--- src/rtl/mem_stage.sv ---
// RV32I MEM stage: byte/half/word loads and stores over a req/ack data bus, registered MEM/WB outputs.
// Build option: `define MEM_MISALIGN_TRAP_EN traps misaligned half/word accesses without a bus cycle.
module mem_stage #(
   parameter int unsigned ACK_TIMEOUT = 16
) (
   input  logic        clk,
   input  logic        rst,
   input  logic        ex_valid,
   input  logic [31:0] ex_alu_result,
   input  logic [31:0] ex_rs2_data,
   input  logic [2:0]  ex_funct3,
   input  logic        ex_mem_read,
   input  logic        ex_mem_write,
   input  logic [4:0]  ex_rd,
   input  logic        ex_reg_write,
   output logic        mem_stall,
   output logic        dmem_req,
   output logic        dmem_we,
   output logic [31:0] dmem_addr,
   output logic [31:0] dmem_wdata,
   output logic [3:0]  dmem_wstrb,
   input  logic        dmem_ack,
   input  logic [31:0] dmem_rdata,
   output logic        wb_valid,
   output logic [4:0]  wb_rd,
   output logic        wb_reg_write,
   output logic [31:0] wb_data,
   output logic        mem_err
);

   localparam int unsigned CW = (ACK_TIMEOUT > 1) ? $clog2(ACK_TIMEOUT) : 1;
   localparam logic [CW-1:0] CNT_LAST = CW'(ACK_TIMEOUT - 1);

   typedef enum logic [1:0] {
      IDLE,
      BUS,
      DONE
   } state_t;

   state_t        state_q;
   logic [CW-1:0] cnt_q;
   logic          load_q;
   logic          reg_write_q;
   logic          err_q;
   logic [4:0]    rd_q;
   logic [2:0]    funct3_q;
   logic [31:0]   addr_q;
   logic [31:0]   ldata_q;

   logic          mem_op;
   logic          misaligned;
   logic [31:0]   wdata_d;
   logic [3:0]    wstrb_d;
   logic [31:0]   ldata_d;
   logic [7:0]    rbyte;
   logic [15:0]   rhalf;

   assign mem_op = ex_mem_read | ex_mem_write;

`ifdef MEM_MISALIGN_TRAP_EN
   always_comb begin
      misaligned = 1'b0;
      if (ex_funct3[1:0] == 2'b01)
         misaligned = ex_alu_result[0];
      else if (ex_funct3[1])
         misaligned = (ex_alu_result[1:0] != 2'b00);
   end
`else
   assign misaligned = 1'b0;
`endif

   // Store lane steering from the incoming instruction; latched on entry to BUS.
   always_comb begin
      wdata_d = ex_rs2_data;
      wstrb_d = 4'hF;
      case (ex_funct3[1:0])
         2'b00: begin
            wdata_d = {4{ex_rs2_data[7:0]}};
            wstrb_d = 4'b0001 << ex_alu_result[1:0];
         end
         2'b01: begin
            wdata_d = {2{ex_rs2_data[15:0]}};
            wstrb_d = ex_alu_result[1] ? 4'b1100 : 4'b0011;
         end
         default: begin
            wdata_d = ex_rs2_data;
            wstrb_d = 4'hF;
         end
      endcase
   end

   // Load extraction uses the latched address/size, not the live EX inputs.
   always_comb begin
      ldata_d = dmem_rdata;
      rbyte   = dmem_rdata[{addr_q[1:0], 3'b000} +: 8];
      rhalf   = addr_q[1] ? dmem_rdata[31:16] : dmem_rdata[15:0];
      case (funct3_q[1:0])
         2'b00:   ldata_d = {{24{~funct3_q[2] & rbyte[7]}}, rbyte};
         2'b01:   ldata_d = {{16{~funct3_q[2] & rhalf[15]}}, rhalf};
         default: ldata_d = dmem_rdata;
      endcase
   end

   always_comb begin
      mem_stall = 1'b0;
      if (!rst)
         mem_stall = (state_q == BUS) || ((state_q == IDLE) && ex_valid && mem_op);
   end

   always_ff @(posedge clk) begin
      if (rst) begin
         state_q      <= IDLE;
         cnt_q        <= '0;
         load_q       <= 1'b0;
         reg_write_q  <= 1'b0;
         err_q        <= 1'b0;
         rd_q         <= '0;
         funct3_q     <= '0;
         addr_q       <= '0;
         ldata_q      <= '0;
         dmem_req     <= 1'b0;
         dmem_we      <= 1'b0;
         dmem_addr    <= '0;
         dmem_wdata   <= '0;
         dmem_wstrb   <= '0;
         wb_valid     <= 1'b0;
         wb_rd        <= '0;
         wb_reg_write <= 1'b0;
         wb_data      <= '0;
         mem_err      <= 1'b0;
      end else begin
         case (state_q)
            IDLE: begin
               mem_err <= 1'b0;
               if (ex_valid && mem_op) begin
                  wb_valid    <= 1'b0;
                  rd_q        <= ex_rd;
                  reg_write_q <= ex_reg_write;
                  load_q      <= ex_mem_read;
                  funct3_q    <= ex_funct3;
                  addr_q      <= ex_alu_result;
                  cnt_q       <= '0;
                  if (misaligned) begin
                     // Trapped access reports its address through the load-data path.
                     err_q   <= 1'b1;
                     ldata_q <= ex_alu_result;
                     state_q <= DONE;
                  end else begin
                     err_q      <= 1'b0;
                     dmem_req   <= 1'b1;
                     dmem_we    <= ex_mem_write;
                     dmem_addr  <= {ex_alu_result[31:2], 2'b00};
                     dmem_wdata <= wdata_d;
                     dmem_wstrb <= ex_mem_write ? wstrb_d : 4'h0;
                     state_q    <= BUS;
                  end
               end else begin
                  wb_valid <= ex_valid;
                  if (ex_valid) begin
                     wb_rd        <= ex_rd;
                     wb_reg_write <= ex_reg_write;
                     wb_data      <= ex_alu_result;
                  end
               end
            end
            BUS: begin
               if (dmem_ack) begin
                  ldata_q  <= ldata_d;
                  dmem_req <= 1'b0;
                  state_q  <= DONE;
               end else if (cnt_q == CNT_LAST) begin
                  ldata_q  <= '0;
                  err_q    <= 1'b1;
                  dmem_req <= 1'b0;
                  state_q  <= DONE;
               end else begin
                  cnt_q <= cnt_q + 1'b1;
               end
            end
            DONE: begin
               wb_valid     <= 1'b1;
               wb_rd        <= rd_q;
               wb_reg_write <= reg_write_q & ~err_q;
               wb_data      <= load_q ? ldata_q : addr_q;
               mem_err      <= err_q;
               state_q      <= IDLE;
            end
            default: state_q <= IDLE;
         endcase
      end
   end

endmodule

--- config.mk ---
export PLATFORM = sky130hd
export DESIGN_NAME = mem_stage
export DESIGN_NICKNAME = d
export VERILOG_FILES = /design/src/rtl/mem_stage.sv
export SDC_FILE = /design/constraint.sdc
export NUM_CORES = 1
export LEC_CHECK = 0
export ABC_AREA = 0
export CAP_MARGIN = 20
export CORE_MARGIN = 10
export CORE_UTILIZATION = 45
export DETAILED_ROUTE_END_ITERATION = 7
export PLACE_DENSITY = 0.77
export SLEW_MARGIN = 20
export SYNTH_ARGS = -nofsm -noshare
export SYNTH_HDL_FRONTEND = slang
export SYNTH_SLANG_ARGS = --single-unit
--- constraint.sdc ---
create_clock -name clk -period 1.8 [get_ports clk]
set_input_delay 0.36 -clock clk [delete_from_list [all_inputs] [get_ports clk]]
set_output_delay 0.36 -clock clk [all_outputs]
set_load 0.1 [all_outputs]
After elaboration in Yosys (flattened, before gate mapping)
Cells that the tools add are included.
Word-level totals
  flip-flop bits (word level): 189
  output and inout port bits: 111
  logic and storage cells: 95
Operators by class
  $add $sub $neg: 1
  equality and inequality tests: 12
  shift-type cells: 2
  muxes and demuxes: 38
  bitwise gates (word level): 6
  reduce and logical (&&, ||, !) cells: 17
Operators by type and width (count)
  case mux 32 bit (2 select lines): 3
  two-way mux 32 bit: 5
  variable part select 32 x 6 -> 8 bit: 1
  two-way mux 4 bit: 5
  two-way mux 16 bit: 1
  case mux 4 bit (2 select lines): 2
  two-way mux 1 bit: 10
  two-way mux 5 bit: 2
  case mux 1 bit (2 select lines): 5
  case mux 5 bit (2 select lines): 1
  != test 2 bit, second input constant: 4
  AND reduction 4 bit: 2
  == test 2 x 1 -> 1 bit, second input constant: 3
  zero test 2 bit: 3
  two-way mux 2 bit: 3
  AND reduction 2 bit: 3
  AND reduction 3 bit: 2
  nonzero test 2 bit: 3
  adder 4 x 1 -> 4 bit, second input constant: 1
  == test 4 bit, second input constant: 1
  != test 2 x 1 -> 1 bit, second input constant: 2
  case mux 2 bit (2 select lines): 1
  left shift 1 x 2 -> 4 bit, first input constant: 1
  bitwise AND 1 bit: 3
  other kinds (6): 9

Logic depth before layout (Yosys ltp)
  depth in word-level cells: 5
  gate-level depth with buffers: 6
  gate-level depth less buffers: 5

Worst setup path after synthesis
OpenSTA, ideal clock, no wires.
  kind: reg2out
  from: reg state_q[0]
  to: out mem_stall
  arrival: 2.523 ns
  data required time: 1.440 ns
  slack: -1.083 ns
  stages on the path, launching flop included: 5
  buffers on the path: 1
  cell sequence: dfxtp_1 nor3b_2 o21ai_1 clkbuf_1 a21oi_1
Between the ends
  longest elaborated chain between the ends: 5
RTL lines
  from (decl): line 40  | state_t state_q;
  from (signal assigned): line 112  | state_q <= IDLE;
  from (signal assigned): line 147  | state_q <= DONE;
  from (signal assigned): line 155  | state_q <= BUS;
  zero test 2 bit: line 107  | mem_stall = (state_q == BUS) || ((state_q == IDLE) && ex_valid && mem_op);
  logical AND 1 bit (2 in a row): line 107
  logical OR 1 bit *: line 107
  two-way mux 1 bit *: line 106  | if (!rst)
  to (decl): line 16  | output logic mem_stall,
Every way passes the cells marked *; elsewhere a longest branch is shown, timed or not.

Worst setup path in the final report
Same ends and word-level chain as after synthesis.

==> out/results.ini <==
[run_status]
status = finished, violations left
violations = negative setup slack

[sta]
clock.fmax_mhz = 542.5
min_period_ps = 1843
fin_crit_sh_pct = 102.4
rsz0062_at_grt = true
finalHoldViolCount = 0
slew_violations = 0
finalWorstSetupSlack_ps = -43.23
setup_viol = 1
finalClockSkew_ps = 6.648

[die]
die_h_um = 147.8
core.rowCount = 46
die_x_um = 147.8
die-area_um2 = 21850
initial_utilization_pct = 46.11
core_area_um2 = 15940
boundaryPins = 222

[placement]
gp_congestion = 0.9145
placed_area_um2 = 10900
place_inst = 1268
hpwl_um = 18230
post-place-ws_ps = -282.3
io_buffers = 219

[finish]
syn_to_final_growth_pct = 57.29
multiInputGateArea_um2 = 3647
post-route-util_pct = 72.52
fillers = 1145
stdcell_area_um2 = 11560
fin_nets = 1188
seq_area_um2 = 3193
final_cells = 1304
drive_above_1_share_pct = 20.59
antenna_cells = 0

[power_and_ir_drop]
max-vdd-ir-drop_v = 0.0006926
p_leak_nw = 4.300
p_per_area_nw_per_um2 = 923.1
total_power_mw = 10.67

[global_route]
grt_antenna_before_repair = 0
overflow = 0
grt_pass1_wl_um = 38320
grtUsageTotal_pct = 21.86
grt_pass1_vias = 7004
grt_start_max_net_pins = 77

[logic_synthesis]
syn_avg_cell_area_um2 = 8.306
yosysUniqueCellTypes = 48
ys_async_sr_fraction_pct = 0
synth_area_um2 = 7351
syn_inst = 885
synth_top_cell_by_area = dfxtp_1
synth_flop_cell = dfxtp_1
synth-seq-cells = 159
ys.warnings.count = 0
synth_edf_count = 0
synth.area.top_cells = dfxtp_1, nand2_1, mux2i_1
ys_seq_area_share_pct = 43.30
synth.top_cell.area_share_pct = 43.30

[critical_path]
crit_fanout = 3
cp.required_ps = 1440
cp.depth = 4
worstPathBufferInverterCount = 1
crit_path_top_delay_cell = dfxtp_4
critPathTopFamily = flip-flops
cp_cell_sequence = nor3b_4 -> o21ai_4 -> a21oi_4 -> buf_12
crit_type = flop to output port
cpPeakStageDelay_ps = 350
startpoint_type = flop
r2r_cells = 5
arrival_ps = 1480
crit_path_end_kind = output port

[clock_tree]
clkTransAtPathRegs_ps = 60
clock_sinks = 159
cts_buffer_depth = 2
cts.htree.levels = 4
cts_tree = done
cts_root_buffer = clkbuf_16
clock_latency_ps = 430
cts_made_buffers = 17

[detailed_routing]
drc_errors = 0
via_per_inst = 5.392
detail_route.wirelength_um = 24730
final_antenna_net_count = 0
drt_pass1_iterations = 5
drtIter0Drc = 468
wl_per_cell_um = 18.97
vias = 7031

[worst_hold_path]
whs_path_depth = 3
min_path_type = input port to flop

[run]
drv.max_cap_violation_count = 0

timing repair:
action,in CTS,in global routing
resized for setup,3,3
pin swaps,2,1
buffers inserted,4,1
endpoints found under the setup margin,1,22
hold buffers,0,0
synth_stat cells (6+ instances only):
cell       instances
buf_4             32
a211oi_1          14
o21ai_0           25
nor3_1            10
and2_1             6
nand2b_1          18
nand3_1            6
nor2_1            34
mux2i_1           61
clkbuf_1          46
a22o_1            25
a311oi_1          14
a21oi_1          116
buf_2             22
nand2_1          203
o211ai_1          32
mux2_2             8
dfxtp_1          159
inv_1              9
o2bb2ai_1          9
report_power, final:
part	total (mW)	switching (mW)	internal [mW]	leakage, nW
Sequential	3.93	0.209	3.72	1.30
Clock	3.70	1.47	2.24	0.284
Combinational	3.04	1.86	1.18	2.72
cell type report:
cell class	count	area share (%)
clock buffer	20	3.950
clock inverter	11	1.212
inverter	10	0.3246
multi-input combinational	614	31.54
sequential	159	27.62
tap	216	2.337
timing repair buffer	274	33.02
registers in the layout, summed over array words and instances (netlist names):
name,cells
wb_valid,1
dmem_req,1
load_q,1
err_q,1
wb_reg_write,1
dmem_we,1
funct3_q,3
dmem_wdata,32
dmem_wstrb,4
wb_data,32
mem_err,1
cnt_q,4
rd_q,5
addr_q,32
reg_write_q,1
state_q,2
ldata_q,32
wb_rd,5
metrics by stage:
| stage | setup TNS, ps | hold WS, ps |
|---|---|---|
| 4_1_cts | -57.74 | 430.3 |
| 3_3_place_gp | -14790 | 439.0 |
| 2_1_floorplan | -25.32 | 425.9 |
| 6_report | -43.23 | 440.7 |
| 5_1_grt | -104.6 | 463.6 |
| 3_5_place_dp | -21340 | 446.6 |
routing by layer:
metal / vias to the layer above / global-route usage (%) / wire length, µm
met3: 34 / 7.723 / 2281
met2: 239 / 36.45 / 11970
met1: 3325 / 25.97 / 10030
met5: - / 0 / 0
li1: 3433 / - / -
met4: 0 / 6.194 / 452
cell usage in the layout, fill, tap and decap left out, types with 3 or more instances in the layout:
cell type        count
dfxtp_1            155
a311oi_1            12
a22o_1              25
clkinvlp_4           4
clkinv_2             4
o21ai_0             25
and2_1               6
nor2_1              33
clkbuf_16           17
inv_1                9
bufinv_16            3
nor3_1              10
o211ai_1            32
clkdlybuf4s50_1    108
mux2_2               8
buf_4               46
nand2_1            203
nand2b_1            18
o2bb2ai_1            9
a21oi_1            115
mux2i_1             61
a211oi_1            14
nand3_1              6
buf_12             119
worst register-to-register path: cells and delay by family (launching register included):
kind,cells,cell delay [ps]
buffers and inverters,1,210
AOI/OAI and AO/OA,3,610
DFF,1,400
muxes,1,390
cell families (layout without fill, tap and decap cells):
family	Yosys count	in the layout	share of synthesized area [%]
simple gates	291	291	16.66
compound gates	248	248	21.86
mux	70	70	9.736
fa+ha+maj	1	1	0.1702
buf+inv	113	315	7.983
other cells	1	2	0.05101
flops	159	159	43.30
xor+xnor	2	2	0.2383
path summary, 6_finish.rpt:
path / startpoint / end / slack [ps]
max reg2reg: addr_q[1]$_SDFFE_PP0P_ / ldata_q[13]$_SDFFE_PP0P_ / 100
min reg2reg: rd_q[2]$_SDFFE_PP0P_ / rd_q[2]$_SDFFE_PP0P_ / 460
min: rst / cnt_q[0]$_SDFFE_PP0P_ / 440
max: state_q[0]$_SDFFE_PP0P_ / mem_stall / -40
Note: power is estimated with default switching activity, not from simulation.
